$ cat src/rtl/hazard_scoreboard.sv
// Pipeline hazard unit: operand forwarding selects, stall generation and a single-entry multdiv scoreboard.
// Selects and stall are combinational; multdiv state updates one edge after acceptance. Define HAZARD_DECODE_FWD_EN to enable decode-stage forwarding.
module hazard_scoreboard #(
    parameter int REG_AW = 5,
    parameter int NSRC   = 2,
    parameter int MD_LAT = 32
) (
    input  logic                   clock,
    input  logic                   reset,
    input  logic [NSRC*REG_AW-1:0] fd_src,
    input  logic [NSRC*REG_AW-1:0] dx_src,
    input  logic [REG_AW-1:0]      dx_rd,
    input  logic                   dx_we,
    input  logic                   dx_is_load,
    input  logic                   dx_is_md,
    input  logic [REG_AW-1:0]      xm_rd,
    input  logic                   xm_we,
    input  logic                   xm_is_load,
    input  logic [REG_AW-1:0]      mw_rd,
    input  logic                   mw_we,
    output logic [2*NSRC-1:0]      fwd_sel,
    output logic [2*NSRC-1:0]      fd_fwd_sel,
    output logic                   stall,
    output logic                   md_busy,
    output logic [REG_AW-1:0]      md_rd,
    output logic                   md_done,
    output logic [15:0]            stall_cnt
);

    localparam logic [0:0] ST_IDLE  = 1'b0;
    localparam logic [0:0] ST_BUSY  = 1'b1;
    localparam logic [7:0] CNT_LOAD = 8'(MD_LAT - 1);

    logic [0:0]        state_q, state_d;
    logic [7:0]        count_q, count_d;
    logic [REG_AW-1:0] md_rd_q, md_rd_d;
    logic              md_done_q, md_done_d;
    logic [15:0]       stall_cnt_q, stall_cnt_d;

    logic [REG_AW-1:0] src_x, src_d;
    logic              dx_hit, late_hit, sb_hit;
    logic              load_use, branch_use, struct_hz, accept;

    function automatic logic is_prod(input logic we, input logic [REG_AW-1:0] rd,
                                     input logic [REG_AW-1:0] src);
        return we && (rd == src) && (src != '0);
    endfunction

    always_comb begin
        fwd_sel    = '0;
        fd_fwd_sel = '0;
        dx_hit     = 1'b0;
        late_hit   = 1'b0;
        sb_hit     = 1'b0;
        src_x      = '0;
        src_d      = '0;
        for (int k = 0; k < NSRC; k++) begin
            src_x = dx_src[k*REG_AW +: REG_AW];
            src_d = fd_src[k*REG_AW +: REG_AW];
            // A load in XM has no data yet, so it falls through to MW or the regfile.
            if (is_prod(xm_we, xm_rd, src_x) && !xm_is_load)
                fwd_sel[2*k +: 2] = 2'b01;
            else if (is_prod(mw_we, mw_rd, src_x))
                fwd_sel[2*k +: 2] = 2'b10;
            if (is_prod(dx_we, dx_rd, src_d))
                dx_hit = 1'b1;
            if (state_q == ST_BUSY && md_rd_q != '0 && md_rd_q == src_d)
                sb_hit = 1'b1;
`ifdef HAZARD_DECODE_FWD_EN
            if (is_prod(xm_we, xm_rd, src_d) && !xm_is_load)
                fd_fwd_sel[2*k +: 2] = 2'b01;
            else if (is_prod(mw_we, mw_rd, src_d))
                fd_fwd_sel[2*k +: 2] = 2'b10;
`else
            if (is_prod(xm_we, xm_rd, src_d) || is_prod(mw_we, mw_rd, src_d))
                late_hit = 1'b1;
`endif
        end
    end

    assign load_use   = dx_hit && dx_is_load;
    assign branch_use = dx_hit && !dx_is_load;
    assign struct_hz  = (state_q == ST_BUSY) && dx_is_md;
    // Only the D/X comparison terms survive while reset is held.
    assign stall      = load_use || branch_use || (reset && (sb_hit || struct_hz || late_hit));
    assign accept     = dx_is_md && (state_q == ST_IDLE) && !stall;

    always_comb begin
        state_d   = state_q;
        count_d   = count_q;
        md_rd_d   = md_rd_q;
        md_done_d = 1'b0;
        case (state_q)
            ST_IDLE: begin
                if (accept) begin
                    state_d = ST_BUSY;
                    count_d = CNT_LOAD;
                    md_rd_d = dx_we ? dx_rd : '0;
                end
            end
            default: begin
                if (count_q == 8'd0) begin
                    state_d   = ST_IDLE;
                    md_done_d = 1'b1;
                end else begin
                    count_d = count_q - 8'd1;
                end
            end
        endcase
        stall_cnt_d = (stall && stall_cnt_q != 16'hFFFF) ? stall_cnt_q + 16'd1 : stall_cnt_q;
    end

    always_ff @(posedge clock or negedge reset) begin
        if (!reset) begin
            state_q     <= ST_IDLE;
            count_q     <= '0;
            md_rd_q     <= '0;
            md_done_q   <= 1'b0;
            stall_cnt_q <= '0;
        end else begin
            state_q     <= state_d;
            count_q     <= count_d;
            md_rd_q     <= md_rd_d;
            md_done_q   <= md_done_d;
            stall_cnt_q <= stall_cnt_d;
        end
    end

    assign md_busy   = (state_q == ST_BUSY);
    assign md_rd     = md_rd_q;
    assign md_done   = md_done_q;
    assign stall_cnt = stall_cnt_q;

endmodule

$ cat config.mk
export PLATFORM = sky130hd
export DESIGN_NAME = hazard_scoreboard
export DESIGN_NICKNAME = d
export VERILOG_FILES = /design/src/rtl/hazard_scoreboard.sv
export SDC_FILE = /design/constraint.sdc
export NUM_CORES = 1
export LEC_CHECK = 0
export ABC_AREA = 0
export BUFFER_PORTS_ARGS = -buffer_cell sky130_fd_sc_hd__buf_2
export CORE_ASPECT_RATIO = 0.75
export CORE_MARGIN = 3
export CORE_UTILIZATION = 25
export CTS_CLUSTER_SIZE = 30
export DETAILED_ROUTE_END_ITERATION = 10
export MAX_ROUTING_LAYER = met4
export PLACE_DENSITY_LB_ADDON = 0.12
export SETUP_SLACK_MARGIN = 0.1
export SKIP_LAST_GASP = 1
export SYNTH_ARGS = -nofsm -noshare
export SYNTH_HDL_FRONTEND = slang
export SYNTH_SLANG_ARGS = --single-unit
$ cat constraint.sdc
create_clock -name clock -period 2.9 [get_ports clock]
set_clock_uncertainty 0.1 [all_clocks]
set_input_delay 0.29 -clock clock [delete_from_list [all_inputs] [get_ports clock]]
set_output_delay 0.29 -clock clock [all_outputs]
set_load 0.01 [all_outputs]
Yosys cells after proc, flatten, opt, wreduce, memory -nomap -nowiden
Index checks and enable logic that the tools add are counted.

storage, ports and cells
  register bits = 31
  latch bits = 0
  RAM bits = 0
  memory bits (read-only) = 0
  bits of input ports = 43
  output and inout bits = 32
  memories kept = 0

cells by class
  $add $sub $neg = 2
  multipliers = 0
  div/mod/pow operators = 0
  $lt $le $gt $ge = 0
  equality and inequality tests = 14
  shift-type cells = 0
  muxes and demuxes = 19
  bitwise logic cells = 1
  reductions and logical operators = 50

operators by type and width
  cell                                              count
  equality test 5 bit                               12
  logical AND 1 bit                                 32
  nonzero test 5 bit                                5
  2-to-1 mux 8 bit                                  3
  adder 16 x 1 -> 16 bit, second input constant     1
  != test 16 bit, second input constant             1
  2-to-1 mux 1 bit                                  11
  zero test 8 bit                                   1
  2-to-1 mux 2 bit                                  4
  subtractor 8 x 1 -> 8 bit, second input constant  1
  logical OR 1 bit                                  6
  2-to-1 mux 5 bit                                  1
  AND reduction 2 bit                               2
  zero test 1 bit                                   3
  != test 2 bit, second input constant              1
  nonzero test 2 bit                                1
  inverter 1 bit                                    1

Depth between registers and ports, before layout
  word-level depth = 13
  depth in mapped cells = 10
  gate-level depth less buffers = 8

Worst setup path after synthesis
Ideal clock, no wire load.

  kind = register to register
  from = register md_rd_q[1], in the netlist md_rd[1]
  to = register stall_cnt_q[11], in the netlist stall_cnt[11]
  setup time = 80 ps
  arrival time = 2027 ps
  data required time = 2720 ps
  path slack = 693 ps
  stages on the path, launching flop included = 10
  buffers on the path = 1
  clock period less this slack = 2207 ps
  cell sequence = dfrtp_1 > or4_1 > nor2_1 > nor4_1 > o31ai_1 > and3_1 > nor2_2 > buf_6 > nand4_1 > xnor2_1

between the ends
  cells in the longest elaborated chain, start to end = 10
  elaborated cells on any way between the ends = 13
  those cells by class = eq/ne: 2; mux: 2; reduce/logical: 9

RTL lines
  element                           line  text
  start: declaration                36    logic [REG_AW-1:0] md_rd_q, md_rd_d;
  start signal: assignment          123   md_rd_q <= md_rd_d;
  nonzero test 5 bit                67    if (state_q == ST_BUSY && md_rd_q != '0 && md_rd_q == src_d)
  logical AND 1 bit (2 in series)   67
  2-to-1 mux 1 bit                  67
  2-to-1 mux 1 bit *                67
  logical OR 1 bit * (2 in series)  85    assign stall = load_use || branch_use || (reset && (sb_hit || struct_hz || late_hit));
  logical AND 1 bit *               85
  logical OR 1 bit *                85
  logical AND 1 bit *               110   stall_cnt_d = (stall && stall_cnt_q != 16'hFFFF) ? stall_cnt_q + 16'd1 : stall_cnt_q;
  end signal: assignment            125   stall_cnt_q <= stall_cnt_d;
  end: declaration                  38    logic [15:0] stall_cnt_q, stall_cnt_d;

Mark *: on every way between the ends. The rest lies on a longest branch, timed or not.
A chain may end at the register's enable or synchronous reset.

Final worst setup path
  from = register md_rd_q[1], in the netlist md_rd[1]
  to = output stall

between the ends
  cells in the longest elaborated chain, start to end = 9
  elaborated cells on any way between the ends = 12
  those cells by class = eq/ne: 2; mux: 2; reduce/logical: 8

RTL lines
  element                           line  text
  nonzero test 5 bit                67
  logical AND 1 bit (2 in series)   67
  2-to-1 mux 1 bit                  67
  2-to-1 mux 1 bit *                67
  logical OR 1 bit * (2 in series)  85
  logical AND 1 bit *               85
  logical OR 1 bit *                85
  end: declaration                  23    output logic stall,

Marks and branches as above.

==> results.sh <==
export IMPL_run_status="finished, final reports clean"
export IMPL_tightest_slew_ps=545.5
export IMPL_layout_common_cells="sky130_fd_sc_hd__buf_2 (69), sky130_fd_sc_hd__xnor2_1 (39), sky130_fd_sc_hd__xor2_1 (34)"
export IMPL_dieArea_um2=10500
export IMPL_synthDominantCellAreaShare_pct=33.39
export IMPL_port_buffer_count=69
export IMPL_synthDominantAreaCellType="sky130_fd_sc_hd__dfrtp_1"
export IMPL_clock_root_buffer="sky130_fd_sc_hd__clkbuf_16"
export IMPL_worst_r2r_startpoint="md_rd[1]"
export IMPL_largest_net_degree_at_the_start_of_global_routing=33
export IMPL_weighted_congestion_reported_at_the_end_of_routability_driven_placement=0.7788
export IMPL_internal_power_w=0.001041
export IMPL_htree_num_levels=2
export IMPL_final_nets=370
export IMPL_mostFrequentLayoutCell="sky130_fd_sc_hd__buf_2"
export IMPL_via_count=2035
export IMPL_critical_path_startpoint="md_rd[1]"
export IMPL_number_of_buffers_created_by_cts=5
export IMPL_power_share_sequential_pct=36.3
export IMPL_final_hold_viol_count=0
export IMPL_synth_warning_count=0
export IMPL_layout_worst_path_cycle_share_pct=87.56
export IMPL_reg2reg_to="stall_cnt[9]"
export IMPL_wl_per_cell_um=14.44
export IMPL_syn_to_final_growth_pct=25.90
export IMPL_cts_tree="built"
export IMPL_via_count_of_the_first_global_routing_pass=1943
export IMPL_worstPathArrival_ps=2150
export IMPL_wire_length_of_the_first_global_routing_pass_mm=10.44
export IMPL_number_of_iterations_in_the_first_detailed_routing_pass=4
export IMPL_timing_hold_worst_class="primary input to flip-flop"
export IMPL_crit_type="flip-flop to output pin"
export IMPL_synth_lib_cells_used_distinct=40
export IMPL_period_minus_slack_ps=2539
export IMPL_r2r_worst_path_cells=9
export IMPL_synth_enable_flop_cells=0
export IMPL_net_switching_power_figure_w=0.0004089
export IMPL_clock_fmax_mhz=393.8
export IMPL_ys_async_sr_fraction_pct=100.0
export IMPL_power_density_nw_per_um2=495.7
export IMPL_worst_endpoint_required_ps=2510
export IMPL_syn_instance_count=261
export IMPL_post_route_drc_count=0
export IMPL_antenna_violating_nets_post_route=0
export IMPL_post_route_cells_drive_above_1_share_pct=27.61
export IMPL_die_width_um=117.3
export IMPL_clk_transition_reported_paths_ps=50
export IMPL_cts_resized_gates=0
export IMPL_postLayoutCoreUtil_pct=33.45
export IMPL_dp_hpwl_mm=5.093
export IMPL_whs_endpoint="md_rd[1]"
export IMPL_routed_via_density=4.522
export IMPL_route_final_wire_length_mm=6.498
export IMPL_grtUsageTotal_pct=13.08
export IMPL_synth_seq_area_share_pct=33.39
export IMPL_finalSetupTns_ps=0
export IMPL_startpoint_type="flip-flop"
export IMPL_worstPathMaxFanout=5
export IMPL_postCtsHoldBufs=1
export IMPL_end_kind="output pin"
export IMPL_ys_seq_elements=31
export IMPL_first_iter_violations=126
export IMPL_grt_antenna_before_repair=0
export IMPL_max_slew_headroom_pct=63.30
export IMPL_drv_slew=0
export IMPL_core_um2=8745
export IMPL_min_delay_path_depth=3
export IMPL_synth_flop_cell="sky130_fd_sc_hd__dfrtp_1"
export IMPL_reg2reg_slack_ps=460
export IMPL_max_clock_path_buffers=2
export IMPL_comb_power_share_pct=21.0
export IMPL_clock_power_share_pct=42.7
export IMPL_post_synth_instance_area_um2=2323
export IMPL_hp_start="dx_rd[1]"
export IMPL_synthesized_area_divided_by_synthesized_cell_count_um2=8.902
export IMPL_post_cts_setup_buffer_count=0
export IMPL_globalRoute_totalOverflow=0
export IMPL_power_leakage_nw=1.312
export IMPL_peakVddDrop_mv=0.2843
export IMPL_post_synth_main_area_contributors="sky130_fd_sc_hd__dfrtp_1 (33%), sky130_fd_sc_hd__xnor2_1 (15%), sky130_fd_sc_hd__xor2_1 (13%)"
export IMPL_antenna_cells_inserted=0
export IMPL_floorplan_initialDensity_pct=26.57
export IMPL_die_height_um=89.49
export IMPL_ioPinCount=75
export IMPL_switching_share_pct=28.20
export IMPL_clkSinkCount=31
export IMPL_setup_violations_final=0
export IMPL_grt_setup_unrepaired="false"
export IMPL_row_count=29
export IMPL_worstSkewPairLatency_ps=280
export IMPL_max_cap_violations=0
-- power groups by stage --
stage	combinational (W)	clock, W	sequential, W
floorplan	0.000169	0	0.000547
global placement	0.000304	0	0.000534
detailed placement	0.000306	0	0.000534
CTS	0.000308	0.000636	0.000526
global route	0.000339	0.000654	0.000535
finish	0.000305	0.000619	0.000526
-- metal layers --
metal	up-vias	GRT usage [%]	share of wire (%)
li1	1021	-	-
met1	958	19.14	53
met2	50	17.30	41
met3	6	3.542	5.6
met4	0	3.727	0.71
met5	-	-	0
-- cells in the mapped netlist, types with 4 or more instances --
library cell               instances
sky130_fd_sc_hd__clkbuf_1          4
sky130_fd_sc_hd__inv_1             5
sky130_fd_sc_hd__nor4_1           13
sky130_fd_sc_hd__nand2_1          23
sky130_fd_sc_hd__xnor2_1          39
sky130_fd_sc_hd__a21oi_1           5
sky130_fd_sc_hd__xor2_1           34
sky130_fd_sc_hd__nand4_1           9
sky130_fd_sc_hd__nor3_1            7
sky130_fd_sc_hd__or3_1             5
sky130_fd_sc_hd__nand3_1          14
sky130_fd_sc_hd__o21ai_0           8
sky130_fd_sc_hd__nor2_1           14
sky130_fd_sc_hd__dfrtp_1          31
sky130_fd_sc_hd__buf_2             8
sky130_fd_sc_hd__buf_4             4
-- worst max-delay path, cell delays in order (launching register included) --
cell and delay, ps:
sky130_fd_sc_hd__dfrtp_1 450, sky130_fd_sc_hd__or4_1 540, sky130_fd_sc_hd__nor2_1 130, sky130_fd_sc_hd__nor4_1 80, sky130_fd_sc_hd__o31ai_1 280, sky130_fd_sc_hd__nand2_1 80
sky130_fd_sc_hd__nand2_1 90, sky130_fd_sc_hd__nand2_1 70, sky130_fd_sc_hd__buf_2 150
-- registers in the layout (all words and copies together), names as in the netlist --
| name | cells |
|---|---|
| stall_cnt | 16 |
| count_q | 8 |
| md_rd | 5 |
| md_busy | 1 |
| md_done | 1 |
-- cells by family (layout without fill, tap and decap cells) --
logic type                 after synthesis  count (layout)  synth area share (%)
DFF                                     31              31                 33.39
xor gates and xnor gates                73              73                 27.52
other                                    1               4                0.1614
adders and majority gates                2               2                 1.077
and+or+nand+nor                        100             100                 22.40
buffers and inverters                   25              87                 6.139
muxes                                    3               3                 1.400
AOI/OAI and AO/OA                       26              26                 7.916
-- through the flow --
stage | hold WS (ps) | cell area (um^2) | worst slack, ps | power, W | cells
final | 202.9 | 2925 | 360.9 | 0.001450 | 450
after global routing | 228.4 | 2925 | 145.2 | 0.001528 | 450
after CTS | 195.3 | 2925 | 328.7 | 0.001470 | 450
after detailed placement | 275.1 | 2741 | 387.4 | 0.0008392 | 441
after global placement | 285.7 | 2741 | 375.7 | 0.0008383 | 441
after floorplan | -105.6 | 2335 | 693.3 | 0.0007161 | 264
-- cell type report --
cell class                      instances  area, um^2
Timing Repair Buffer                   74       385.4
Multi-Input combinational cell        208        1416
Clock buffer                            6       138.9
Inverter                                5       18.77
Clock inverter                          2       35.03
Fill cell                             917        5819
Sequential cell                        31       775.7
Tap cell                              124       155.1
-- worst max path at each step --
stage,slack [ps],to,cells past startpoint
2_1_floorplan,690,stall_cnt[11],9
3_3_place_gp,380,stall_cnt[15],10
3_5_place_dp,390,stall_cnt[9],10
4_1_cts,330,stall,8
5_1_grt,150,stall,8
6_report,360,stall,8
No activity file was read; power rests on OpenSTA's default activity.
